==> src/rtl/mem_loader_pkg.sv <==
// Shared encodings for the host memory loader: memory access modes,
// command/response bytes and the loader FSM state type.
package mem_loader_pkg;

  localparam logic [2:0] MEM_NONE = 3'd0;
  localparam logic [2:0] MEM_BYTE = 3'd1;
  localparam logic [2:0] MEM_HALF = 3'd2;
  localparam logic [2:0] MEM_WORD = 3'd3;

  localparam logic [7:0] CMD_PAUSE = 8'h50;
  localparam logic [7:0] CMD_GO    = 8'h47;
  localparam logic [7:0] CMD_WRITE = 8'h57;
  localparam logic [7:0] CMD_READ  = 8'h52;
  localparam logic [7:0] RSP_ACK   = 8'h4B;

  typedef enum logic [2:0] {
    ST_IDLE,
    ST_GET_ADDR,
    ST_GET_DATA,
    ST_ACCESS,
    ST_RELEASE,
    ST_SEND
  } ld_state_e;

endpackage

==> src/rtl/mem_loader.sv <==
// Byte-command bridge from a UART stream to the processor's external memory
// port and pause input; replies (ACK or read data) go out as a byte stream.
module mem_loader
  import mem_loader_pkg::*;
#(
  parameter int unsigned ACCESS_CYCLES  = 4,
  parameter int unsigned TIMEOUT_CYCLES = 1000000
) (
  input  logic        clk,
  input  logic        rst,
  input  logic [7:0]  rx_data,
  input  logic        rx_valid,
  output logic        rx_ready,
  output logic [7:0]  tx_data,
  output logic        tx_valid,
  input  logic        tx_ready,
  output logic        proc_run,
  output logic        ext_control,
  output logic [31:0] ext_address,
  output logic [31:0] ext_data,
  output logic [2:0]  ext_read_mode,
  output logic [2:0]  ext_write_mode,
  input  logic [31:0] ext_read_data,
  output logic        busy
);

  localparam int AW = (ACCESS_CYCLES > 1) ? $clog2(ACCESS_CYCLES) : 1;
  localparam int TW = $clog2(TIMEOUT_CYCLES + 1);

  ld_state_e       state_q, state_d;
  logic            cmd_wr_q, cmd_wr_d;
  logic            proc_run_q, proc_run_d;
  logic [1:0]      byte_cnt_q, byte_cnt_d;
  logic [AW-1:0]   acc_cnt_q, acc_cnt_d;
  logic [TW-1:0]   to_cnt_q, to_cnt_d;
  logic [31:0]     addr_q, addr_d;
  logic [31:0]     data_q, data_d;
  logic [31:0]     rd_q, rd_d;
  logic [31:0]     tx_sr_q, tx_sr_d;
  logic [2:0]      tx_left_q, tx_left_d;

  logic rx_fire, tx_fire, timed_out;

  assign rx_ready = !rst && (state_q == ST_IDLE || state_q == ST_GET_ADDR ||
                             state_q == ST_GET_DATA);
  assign rx_fire  = rx_valid && rx_ready;
  assign tx_valid = (state_q == ST_SEND);
  assign tx_fire  = tx_valid && tx_ready;
  assign tx_data  = tx_sr_q[31:24];

  assign proc_run       = proc_run_q;
  assign ext_control    = (state_q == ST_ACCESS) || (state_q == ST_RELEASE);
  assign ext_address    = addr_q;
  assign ext_data       = data_q;
  assign ext_write_mode = (state_q == ST_ACCESS && cmd_wr_q)  ? MEM_WORD : MEM_NONE;
  assign ext_read_mode  = (state_q == ST_ACCESS && !cmd_wr_q) ? MEM_WORD : MEM_NONE;
  assign busy           = (state_q != ST_IDLE);

  assign timed_out = (to_cnt_q == TW'(TIMEOUT_CYCLES - 1));

  always_comb begin
    state_d    = state_q;
    cmd_wr_d   = cmd_wr_q;
    proc_run_d = proc_run_q;
    byte_cnt_d = byte_cnt_q;
    acc_cnt_d  = acc_cnt_q;
    to_cnt_d   = to_cnt_q;
    addr_d     = addr_q;
    data_d     = data_q;
    rd_d       = rd_q;
    tx_sr_d    = tx_sr_q;
    tx_left_d  = tx_left_q;

    case (state_q)
      ST_IDLE: begin
        if (rx_fire) begin
          case (rx_data)
            CMD_PAUSE, CMD_GO: begin
              proc_run_d = (rx_data == CMD_GO);
              tx_sr_d    = {RSP_ACK, 24'h0};
              tx_left_d  = 3'd1;
              state_d    = ST_SEND;
            end
            CMD_WRITE, CMD_READ: begin
              proc_run_d = 1'b0;
              cmd_wr_d   = (rx_data == CMD_WRITE);
              byte_cnt_d = 2'd0;
              to_cnt_d   = '0;
              state_d    = ST_GET_ADDR;
            end
            default: ;
          endcase
        end
      end

      ST_GET_ADDR, ST_GET_DATA: begin
        if (rx_fire) begin
          to_cnt_d   = '0;
          byte_cnt_d = byte_cnt_q + 2'd1;
          if (state_q == ST_GET_ADDR) addr_d = {addr_q[23:0], rx_data};
          else                        data_d = {data_q[23:0], rx_data};
          if (byte_cnt_q == 2'd3) begin
            acc_cnt_d = '0;
            state_d   = (state_q == ST_GET_ADDR && cmd_wr_q) ? ST_GET_DATA : ST_ACCESS;
          end
        end else if (timed_out) begin
          to_cnt_d = '0;
          state_d  = ST_IDLE;
        end else begin
          to_cnt_d = to_cnt_q + 1'b1;
        end
      end

      ST_ACCESS: begin
        acc_cnt_d = acc_cnt_q + 1'b1;
        if (acc_cnt_q == AW'(ACCESS_CYCLES - 1)) begin
          // Sample read data at the end of the hold window, once memory has settled.
          if (!cmd_wr_q) rd_d = ext_read_data;
          acc_cnt_d = '0;
          state_d   = ST_RELEASE;
        end
      end

      ST_RELEASE: begin
        tx_sr_d   = cmd_wr_q ? {RSP_ACK, 24'h0} : rd_q;
        tx_left_d = cmd_wr_q ? 3'd1 : 3'd4;
        state_d   = ST_SEND;
      end

      ST_SEND: begin
        if (tx_fire) begin
          tx_sr_d   = {tx_sr_q[23:0], 8'h00};
          tx_left_d = tx_left_q - 3'd1;
          if (tx_left_q == 3'd1) state_d = ST_IDLE;
        end
      end

      default: state_d = ST_IDLE;
    endcase
  end

  always_ff @(posedge clk) begin
    if (rst) begin
      state_q    <= ST_IDLE;
      cmd_wr_q   <= 1'b0;
      proc_run_q <= 1'b0;
      byte_cnt_q <= '0;
      acc_cnt_q  <= '0;
      to_cnt_q   <= '0;
      addr_q     <= '0;
      data_q     <= '0;
      rd_q       <= '0;
      tx_sr_q    <= '0;
      tx_left_q  <= '0;
    end else begin
      state_q    <= state_d;
      cmd_wr_q   <= cmd_wr_d;
      proc_run_q <= proc_run_d;
      byte_cnt_q <= byte_cnt_d;
      acc_cnt_q  <= acc_cnt_d;
      to_cnt_q   <= to_cnt_d;
      addr_q     <= addr_d;
      data_q     <= data_d;
      rd_q       <= rd_d;
      tx_sr_q    <= tx_sr_d;
      tx_left_q  <= tx_left_d;
    end
  end

endmodule

==> config.mk <==
export PLATFORM = sky130hd
export DESIGN_NAME = mem_loader
export DESIGN_NICKNAME = d
export VERILOG_FILES = /design/src/rtl/mem_loader_pkg.sv /design/src/rtl/mem_loader.sv
export SDC_FILE = /design/constraint.sdc
export NUM_CORES = 1
export LEC_CHECK = 0
export CORE_ASPECT_RATIO = 0.9
export CORE_MARGIN = 4
export CORE_UTILIZATION = 29
export DETAILED_ROUTE_END_ITERATION = 10
export GPL_TIMING_DRIVEN = 1
export HOLD_SLACK_MARGIN = 0.05
export PLACE_DENSITY = 0.49
export REMOVE_ABC_BUFFERS = 1
export SLEW_MARGIN = 15
export SYNTH_ARGS = -nofsm -noshare
export SYNTH_HDL_FRONTEND = slang
export SYNTH_SLANG_ARGS = --single-unit
==> constraint.sdc <==
create_clock -name clk -period 2.05 [get_ports clk]
set_input_delay 0.615 -clock clk [delete_from_list [all_inputs] [get_ports clk]]
set_output_delay 0.615 -clock clk [all_outputs]
set_load 0.02 [all_outputs]
==> results by group, run 1 <==
Logic synthesis
  • Asr flop ratio synth: 0
  • #FFs+latches synth: 160
  • Synth area leaders: dfxtp_1 49%, nand2_1 12%, a21oi_1 8.1%, nor2_1 3.8%, clkbuf_1 3.0%
  • Post-Synthesis Cells: 819
  • Sequential fraction of the synthesis area: 0.487
  • Yosys top cell area share: 0.487
  • Yosys warns: 0
  • Top cells by count, synth: 210 x nand2_1, 160 x dfxtp_1, 107 x a21oi_1
  • Netlist cell types: 60
  • Count leader, synth: nand2_1
  • Synth Flop Type: dfxtp_1
  • Avg Cell Area, Syn: ~8.0 µm²
  • Synthesized area: around 6600 µm²
  • Post-synth EDFFs: 0
  • Area leader, netlist: dfxtp_1

STA
  • Setup WS post-layout: -0.0573 ns
  • Unrepaired setup endpoints after global routing: true
  • Final period util: 1.03
  • Max-slew headroom: 0.563
  • Final min period: around 2.1 ns
  • Fmax: 475 MHz
  • Final setup viols: 24
  • Final Max Tran Viols: 0
  • Layout Skew: 0.0106 ns
  • Final hold vios: 0
  • Slew @ Worst Pin: ~0.66 ns

Global route
  • Largest net degree at the start of global routing: 62
  • Antenna violations before repair: 0
  • GR Util All Layers: 0.148
  • Met1 GRT Util: 0.224
  • GRT busiest layer: met1
  • First-pass GRT wire length: slightly above 30,000 µm
  • GRT met3 Usage: 0.0297
  • Number of global-route vias before repair: 5,689
  • Grt met2 use: 0.210
  • Grt ovf: 0

Routing
  • # DRC: 0
  • DRT antenna net count: 0
  • Vias per cell: 4.73
  • Starting DRT DRC Count: 467
  • DR pass1 iterations: 5
  • Final WL: 18,800 µm
  • Via count: 6,105
  • WL/cell: 14.5 µm

Placed design
  • Hpwl dp: 12,600 µm
  • DP Cell Count: approximately 1,200
  • Pre-CTS WS: -0.684 ns
  • Port Buffer Count: between 100 and 150
  • Placed inst area: 8590 µm²
  • Placer Congestion: 0.748

Critical path
  • Critical Path Fanout Max: 2
  • Setup Crit Path Kind: reg -> reg
  • Crit. End Element: flop
  • Worst path required time: 2.37 ns
  • Worst endpoint data arrival time: about 2.4 ns
  • Worst setup SP type: flop

Final layout
  • Util after Layout: 0.434
  • Share of cells above drive strength 1: 0.183
  • Final Non-Filler Cells: 1,292
  • Nets: slightly above 1,000
  • Post-route cell area: 9530 µm²
  • Fillers: 2,301
  • P&R area growth vs syn: 44.9%
  • N_diodes: 0

CTS
  • Hold-fix buffers, CTS: 0
  • Root Buffer: clkbuf_16
  • Clk buf depth: 2
  • Clk_lat worst skew: 0.43 ns
  • CTS clk-pin slew, worst paths: 0.07 ns
  • TritonCTS Buffers: 17
  • CTS tree: done
  • H-Tree Depth: 4
  • CTS Sinks: 160

Power
  • P_leak: approximately 4 nW
  • NetSw: 2.11 mW
  • Power share of the clock group: 0.424
  • Combinational Power Share: 0.160
  • VDD IR max: 0.439 mV
  • Cell-internal power: 5.84 mW
  • Final Power: 7.95 mW
  • Sw Ratio: 0.266
  • Pwr Density: 834 nW/µm²
  • Reg power frac: 0.416

Die
  • Die Span Y: between 150 and 200 µm
  • Row count: 51
  • Core area: 22,000 µm²
  • Die footprint: 25,200 µm²
  • Die Span X: approximately 170 µm
  • Initial Util: 0.300
  • IO Count: 127

Outcome
  • Outcome: finished, violations left
  • Failing checks: negative setup slack

Flow run
  • MaxCap Viol Count: 0

Worst hold path
  • Worst hold path type: reg -> reg
## flip-flops by register name, indices dropped and copies added, names as in the netlist, 3 cells and up
register,cells
tx_left_q,3
to_cnt_q,20
ext_address,32
state_q,3
tx_sr_q,32
rd_q,32
ext_data,32
## timing repair
action,in CTS,in global routing
resized for setup,103,53
endpoints found under the setup margin,130,90
cloned,1,1
buffers inserted,8,3
pin swaps,8,8
## cell usage in the layout (no fill, tap or decap), drive strengths merged, types with 19 or more instances in the layout
master / count
dlygate4sd2: 38
buf: 107
a221oi: 21
nor2: 66
clkbuf: 19
dlymetal6s2s: 27
dfxtp: 160
a21oi: 107
clkdlybuf4s50: 50
nor3: 35
nand2: 210
## final cells by class
type | count | area [µm²] | area share
Clock inverter | 13 | 174 | 0.0182
Tap cell | 291 | 364 | 0.0382
Inverter | 10 | 37.5 | 0.00394
Clock buffer | 19 | 453 | 0.0475
Sequential cell | 160 | 3220 | 0.337
Multi-Input combinational cell | 576 | 3170 | 0.332
Timing Repair Buffer | 223 | 2120 | 0.223
## worst max-delay path, cell delays in order (launching register included)
cell and delay (ns):
dfxtp_2 0.32, or4_4 0.53, or4_4 0.51, o31ai_4 0.25, nand3b_4 0.12, a32o_2 0.27
## power by group through the flow
stage	clock network (mW)	logic (mW)	registers [mW]
final	3.37	1.27	3.31
after global routing	3.59	1.40	3.32
after global placement	0	1.17	3.37
after floorplan	0	0.501	3.41
after CTS	3.47	1.24	3.31
after detailed placement	0	1.17	3.37
## logic make-up (layout without fill, tap and decap cells)
logic type	count (synthesis)	count (layout)	synth area share
compound gates	190	190	0.181
xor+xnor	17	17	0.0226
fa+ha+maj	6	6	0.0110
buf+inv	84	265	0.0561
flops	160	160	0.487
mux	2	2	0.00323
other cells	1	2	0.000570
simple gates	359	359	0.239
## final timing paths
path	start	to	slack [ns]	cells past startpoint
worst max-delay path	to_cnt_q[13]	state_q[1]	-0.06	5
worst min register to register	ext_data[28]	ext_data[28]	0.45	2
worst max register to register	to_cnt_q[13]	state_q[1]	-0.06	5
worst min-delay path	ext_data[28]	ext_data[28]	0.45	2
## per-layer routing
metal  share of wire  vias up
met1            0.54     2817
met2            0.41      129
met3           0.037       10
met4          0.0099        0
li1                -     3149
met5               0        -
## stage by stage
stage                     TNS, ns  hold WS [ns]
after detailed placement   -64.23         0.447
after global routing        -2.18         0.476
after floorplan            -79.50         0.426
after global placement     -65.68         0.441
after CTS                  -0.461         0.456
final                      -0.285         0.454
Power figures use the tool's default switching activity.
==> run 2, diff against run 1 <==
- CORE_UTILIZATION: 29 -> 47
- PLACE_DENSITY: 0.49 -> 0.73
==> run 2 against run 1 <==
Effect of this change: the run still ends with negative setup slack left; clock power is 1% lower; first-iteration DRC count down 18%; sequential power is essentially flat; critical path depth unchanged; sequential share of layout area grew 0.33 points; cell count is 10% lower; register-to-register slack improved by 0.02 ns; critical path type unchanged; highest routed layer unchanged; flip-flop and latch count stayed put; utilization up 26 points.
==> results by group, run 2 (same netlist as run 1, synthesis figures left out) <==
Outcome
  • Outcome: finished, violations left
  • Failing checks: negative setup slack

Placed design
  • Port Buffer Count: 124 (unchanged)
  • Pre-CTS WS: -0.637 ns (+0.0469 ns)
  • Hpwl dp: 11,200 µm (-11%)
  • Placer Congestion: 0.832 (+11%)

Critical path
  • Critical Path Fanout Max: 3 (+1)
  • Worst path required time: 2.37 ns (about the same)
  • Crit. End Element: flop
  • Worst endpoint data arrival time: 2.40 ns (-0.02 ns)
  • Slowest cell on crit path: or4_4
  • Slowest cell delay on critical path: 0.53 ns (about the same)
  • Setup crit end: state_q[1]
  • Setup Crit Path Kind: reg -> reg
  • Crit path from: to_cnt_q[6]
  • CP dominant cell by count: or4_4
  • Flop2flop setup slack: -0.03 ns (+0.02 ns)
  • R2R Path Start: to_cnt_q[6]
  • R2r endpoint: state_q[1]
  • Worst-path cell chain: or4_4 -> or4_4 -> o31ai_4 -> nand3b_4 -> a32o_2
  • Worst setup SP type: flop
  • R2r worst-path depth: 5 (unchanged)

STA
  • Final hold vios: 0 (unchanged)
  • Final setup viols: 8 (-67%)
  • Setup WS post-layout: -0.0346 ns (+0.0228 ns)
  • Unrepaired setup endpoints after global routing: true
  • Final period util: 1.02 (-0.0111)
  • Final min period: 2.08 ns (-0.0228 ns)
  • Fmax: 480 MHz (+1.1%)
  • Final setup TNS: -0.152 ns (+0.133 ns)
  • Final Max Tran Viols: 0 (unchanged)
  • Max-slew headroom: 0.317 (-0.246)
  • Layout Skew: 0.00855 ns (-0.00208 ns)
  • Slew @ Worst Pin: 1.02 ns (+0.369 ns)

Power
  • Pwr Density: 839 nW/µm² (+0.59%)
  • VDD IR max: 0.606 mV (+38%)
  • P_leak: 3.76 nW (-6.2%)

Die
  • Die Span X: 133 µm (-20%)
  • Die Span Y: 120 µm (-20%)
  • Die footprint: 16,000 µm² (-37%)
  • Row count: 40 (-22%)
  • Initial Util: 0.487 (+0.187)
  • IO Count: 127 (unchanged)
  • Core area: 13,500 µm² (-38%)

CTS
  • CTS clk-pin slew, worst paths: 0.06 ns (about the same)
  • Clk buf depth: 2 (unchanged)
  • H-Tree Depth: 4 (unchanged)
  • TritonCTS Buffers: 17 (unchanged)
  • Root Buffer: clkbuf_16
  • Clk_lat worst skew: 0.42 ns (about the same)
  • CTS Sinks: 160 (unchanged)
  • Hold-fix buffers, CTS: 0 (unchanged)
  • CTS tree: done

Final layout
  • Nets: 1,024 (-1.3%)
  • Fillers: 1,094 (-52%)
  • Share of cells above drive strength 1: 0.193 (+0.0105)
  • Commonest non-fill, non-tap cells in the layout: 209 x nand2_1, 157 x dfxtp_1, 92 x a21oi_1, 82 x clkdlybuf4s50_1, 76 x buf_4
  • Commonest non-fill, non-tap cell in the layout: nand2_1
  • P&R area growth vs syn: 43.1%

Routing
  • Vias per cell: 5.32 (+13%)
  • Via count: 6,153 (+0.79%)
  • WL/cell: 15.1 µm (+4.1%)
  • DRT antenna net count: 0 (unchanged)
  • Starting DRT DRC Count: 384 (-18%)
  • Final WL: 17,500 µm (-6.7%)
  • DR pass1 iterations: 5 (unchanged)
  • # DRC: 0 (unchanged)

Global route
  • Number of global-route vias before repair: 5,800 (+2.0%)
  • Largest net degree at the start of global routing: 102 (+65%)
  • Antenna violations before repair: 0 (unchanged)
  • Grt ovf: 0 (unchanged)
  • GR Util All Layers: 0.208 (+0.0603)
  • First-pass GRT wire length: 27,600 µm (-9.0%)

Flow run
  • MaxCap Viol Count: 0 (unchanged)

Worst hold path
  • Worst hold path type: reg -> reg
-- run 2: routing by layer --
metal | part of all wire | global-route usage
met1 | 0.47 | 0.287
met5 | 0 | 0
met4 | 0.017 | 0.0708
met3 | 0.046 | 0.0383
met2 | 0.46 | 0.330
-- run 2: layout make-up --
cell class / count / area (µm²) / area share
multi-input cells: 576 / 3280 / 0.348
flip-flops and latches: 160 / 3210 / 0.341
repair buffers: 210 / 2050 / 0.218
clock buffers: 17 / 425 / 0.0452
well taps: 168 / 210 / 0.0223
clock inverters: 15 / 204 / 0.0217
inverters: 10 / 37.5 / 0.00399
diodes: 1 / 2.50 / 0.000266
-- run 2: critical path: cells and delay by family (launching register included) --
| family | cells | cell delay [ns] |
|---|---|---|
| flip-flops | 1 | 0.32 |
| AO/OA/AOI/OAI | 2 | 0.51 |
| AND/OR/NAND/NOR | 3 | 1.16 |
-- run 2: power by group --
| group | switching (mW) | internal [mW] | total (mW) |
|---|---|---|---|
| sequential | 0.0867 | 3.22 | 3.30 |
| combinational | 0.676 | 0.603 | 1.28 |
| clock | 1.36 | 1.96 | 3.32 |
| total | 2.12 | 5.78 | 7.90 |
-- run 2: worst min-delay path by stage --
| stage | cells after the start | slack, ns | to | start |
|---|---|---|---|---|
| after floorplan | 2 | 0.43 | tx_left_q[1] | tx_left_q[1] |
| after global routing | 2 | 0.47 | ext_address[29] | ext_address[29] |
| after detailed placement | 2 | 0.45 | ext_data[31] | ext_data[31] |
| after CTS | 2 | 0.46 | ext_data[31] | ext_data[31] |
| after global placement | 2 | 0.44 | ext_address[27] | ext_address[27] |
| final | 2 | 0.45 | ext_data[28] | ext_data[28] |
-- run 2: metrics by stage --
| step | instances | power [mW] | cell area, µm² | util | hold slack (ns) |
|---|---|---|---|---|---|
| final | 1157 | 7.90 | 9410 | 0.696 | 0.453 |
| after global routing | 1156 | 8.18 | 9410 | 0.696 | 0.474 |
| after CTS | 1152 | 7.85 | 9110 | 0.674 | 0.455 |
| after detailed placement | 1115 | 4.51 | 8350 | 0.618 | 0.446 |
| after global placement | 1115 | 4.49 | 8350 | 0.618 | 0.441 |
| after floorplan | 746 | 3.91 | 6250 | - | 0.426 |
-- run 2: timing repair --
action	4_1_cts	5_1_grt
pin swaps	6	5
buffers inserted	5	0
resized for setup	76	62
gates cloned	0	4
endpoints found under the setup margin	73	154
==> run 3, diff against run 2 <==
- CORE_UTILIZATION: 47 -> 48
- CTS_BUF_LIST: not set -> sky130_fd_sc_hd__clkbuf_4 sky130_fd_sc_hd__clkbuf_8
- PLACE_DENSITY: 0.73 -> 0.75
- SLEW_MARGIN: 15 -> not set
==> run 3 against run 2 <==
Effect of this change: the run still ends with negative setup slack left; clock skew grew 0.0075 ns; worst setup slack lost 0.0071 ns; cell count is essentially flat; clock-buffer cell count grew 2; cell area shrank 3.6%; combinational power is essentially flat; via count grew 0.20%; critical path type unchanged; highest routed layer unchanged; total power shrank 11%; die area shrank 2.0%; first-iteration DRC count grew 11%; sequential power is essentially flat; clock power shrank 26%.
==> results by group, run 3 (same netlist as run 1, synthesis figures left out) <==
Outcome
  • Outcome: finished, violations left
  • Failing checks: negative setup slack

Critical path
  • Worst setup SP type: flop
  • Critical Path Fanout Max: 3 (unchanged)
  • Setup Crit Path Kind: reg -> reg
  • Crit. End Element: flop
  • Worst endpoint data arrival time: 2.43 ns (+0.03 ns)
  • Worst path required time: 2.38 ns (about the same)

Global route
  • Antenna violations before repair: 0 (unchanged)
  • Grt ovf: 0 (unchanged)
  • Largest net degree at the start of global routing: 58 (-43%)
  • First-pass GRT wire length: 27,100 µm (-1.5%)
  • GR Util All Layers: 0.208 (-0.000324)
  • Number of global-route vias before repair: 5,654 (-2.5%)

Routing
  • DR pass1 iterations: 5 (unchanged)
  • Final WL: 16,700 µm (-4.3%)
  • Starting DRT DRC Count: 425 (+11%)
  • # DRC: 0 (unchanged)
  • Via count: 6,165 (+0.20%)
  • DRT antenna net count: 0 (unchanged)
  • Vias per cell: 5.33 (+0.28%)
  • WL/cell: 14.5 µm (-4.3%)

CTS
  • Clk_lat worst skew: 0.45 ns (+0.03 ns)
  • CTS tree: done
  • Root Buffer: clkbuf_8
  • TritonCTS Buffers: 17 (unchanged)
  • CTS Sinks: 160 (unchanged)
  • Clk buf depth: 2 (unchanged)
  • Hold-fix buffers, CTS: 0 (unchanged)
  • CTS clk-pin slew, worst paths: 0.08 ns (+0.02 ns)
  • H-Tree Depth: 4 (unchanged)

STA
  • Max-slew headroom: 0.619 (+0.302)
  • Final Max Tran Viols: 0 (unchanged)
  • Setup WS post-layout: -0.0417 ns (-0.00707 ns)
  • Hold WS: 0.453 ns (+0.000377 ns)
  • Layout Skew: 0.0161 ns (+0.00754 ns)
  • Fmax: 478 MHz (-0.34%)
  • Final period util: 1.02 (+0.00345)
  • Unrepaired setup endpoints after global routing: true
  • Final hold vios: 0 (unchanged)
  • Final setup viols: 8 (unchanged)
  • Final min period: 2.09 ns (+0.00707 ns)
  • Slew @ Worst Pin: 0.572 ns (-0.453 ns)

Die
  • IO Count: 127 (unchanged)
  • Row count: 40 (unchanged)
  • Die Span X: 131 µm (-0.99%)
  • Core area: 13,400 µm² (-1.1%)
  • Die footprint: 15,600 µm² (-2.0%)
  • Initial Util: 0.492 (+0.00547)
  • Die Span Y: 119 µm (-0.98%)

Placed design
  • Placer Congestion: 0.859 (+3.2%)
  • Port Buffer Count: 124 (unchanged)
  • Hpwl dp: 11,200 µm (-0.48%)
  • Pre-CTS WS: -0.626 ns (+0.0113 ns)
  • Placed inst area: 8350 µm² (about the same)

Power
  • NetSw: 1.85 mW (-13%)
  • Pwr Density: 777 nW/µm² (-7.4%)
  • Reg power frac: 0.468 (+0.050)
  • VDD IR max: 0.487 mV (-20%)
  • Final Power: 7.05 mW (-11%)
  • Cell-internal power: 5.20 mW (-10%)
  • Sw Ratio: 0.262 (-0.00585)
  • Combinational Power Share: 0.183 (+0.021)
  • P_leak: 3.84 nW (+2.2%)
  • Power share of the clock group: 0.350 (-0.070)

Final layout
  • P&R area growth vs syn: 37.9%
  • Commonest non-fill, non-tap cell in the layout: nand2_1
  • Area of the multi-input gates: 3140 µm² (-4.0%)
  • Util after Layout: 0.679 (-0.0175)
  • Share of cells above drive strength 1: 0.166 (-0.0273)
  • Fillers: 1,127 (+3.0%)
  • Nets: 1,026 (+0.20%)
  • Area taken by flip-flops and latches: 3210 µm² (+0.12%)
  • Commonest non-fill, non-tap cells in the layout: 210 x nand2_1, 156 x dfxtp_1, 106 x a21oi_1, 75 x buf_4, 62 x nor2_1
  • N_diodes: 0 (-1)
  • Post-route cell area: 9070 µm² (-3.6%)

Flow run
  • MaxCap Viol Count: 0 (unchanged)

Worst hold path
  • Worst hold path type: reg -> reg
==> run 3: changes by cell type in the layout (fill, tap and decap cells not counted), moves of 14 or more <==
| cell | change |
|---|---|
| clkdlybuf4s50_1 | -39 |
| dlygate4sd2_1 | +37 |
| clkbuf_16 | -18 |
| clkbuf_8 | +18 |
| a21oi_1 | +14 |
| a21oi_2 | -14 |
==> run 3: routing by layer <==
metal	up-vias	share of wire	global-route usage
li1	3106	-	-
met2	165	0.46	0.324
met3	21	0.054	0.0574
met5	-	0	0
met1	2873	0.47	0.282
met4	0	0.015	0.0656
==> run 3: final cells by class <==
class                           instances  area share
Timing Repair Buffer                  212       0.225
Multi-Input combinational cell        576       0.347
Inverter                               10     0.00455
Tap cell                              168      0.0232
Clock buffer                           19      0.0281
Sequential cell                       160       0.354
Clock inverter                         11      0.0182
==> run 3: worst max-delay path: stages (launching register included) <==
cell and delay, ns:
dfxtp_2 0.32, or4_4 0.53, or4_4 0.52, o31ai_4 0.23
nand3b_2 0.12, a32o_2 0.27
==> run 3: path summary, 6_finish.rpt <==
kind / cells past startpoint / endpoint / slack (ns) / startpoint
setup / recovery: 5 / state_q[1] / -0.04 / to_cnt_q[6]
hold / removal: 2 / ext_address[27] / 0.45 / ext_address[27]
setup reg to reg: 5 / state_q[1] / -0.04 / to_cnt_q[6]
hold reg to reg: 2 / ext_address[27] / 0.45 / ext_address[27]
==> run 3: through the flow <==
stage / setup TNS [ns] / std cells
floorplan: -79.50 / 746
global placement: -48.65 / 1113
detailed placement: -52.10 / 1113
CTS: -1.06 / 1154
global route: -0.731 / 1156
finish: -0.206 / 1156
==> run 3: timing repair <==
item | in CTS | in global routing
pin swaps | 8 | 11
resized for setup | 118 | 44
setup endpoints to repair | 102 | 74
setup buffers | 9 | 2
gates cloned | 2 | 2
hold endpoints to repair | 0 | 0
==> run 3: power by group through the flow <==
stage                     clock network (mW)  logic [mW]  registers (mW)
final                                   2.46        1.29            3.30
after global routing                    2.66        1.41            3.31
after CTS                               2.51        1.21            3.30
after detailed placement                   0        1.13            3.37
after global placement                     0        1.12            3.36
after floorplan                            0       0.501            3.41
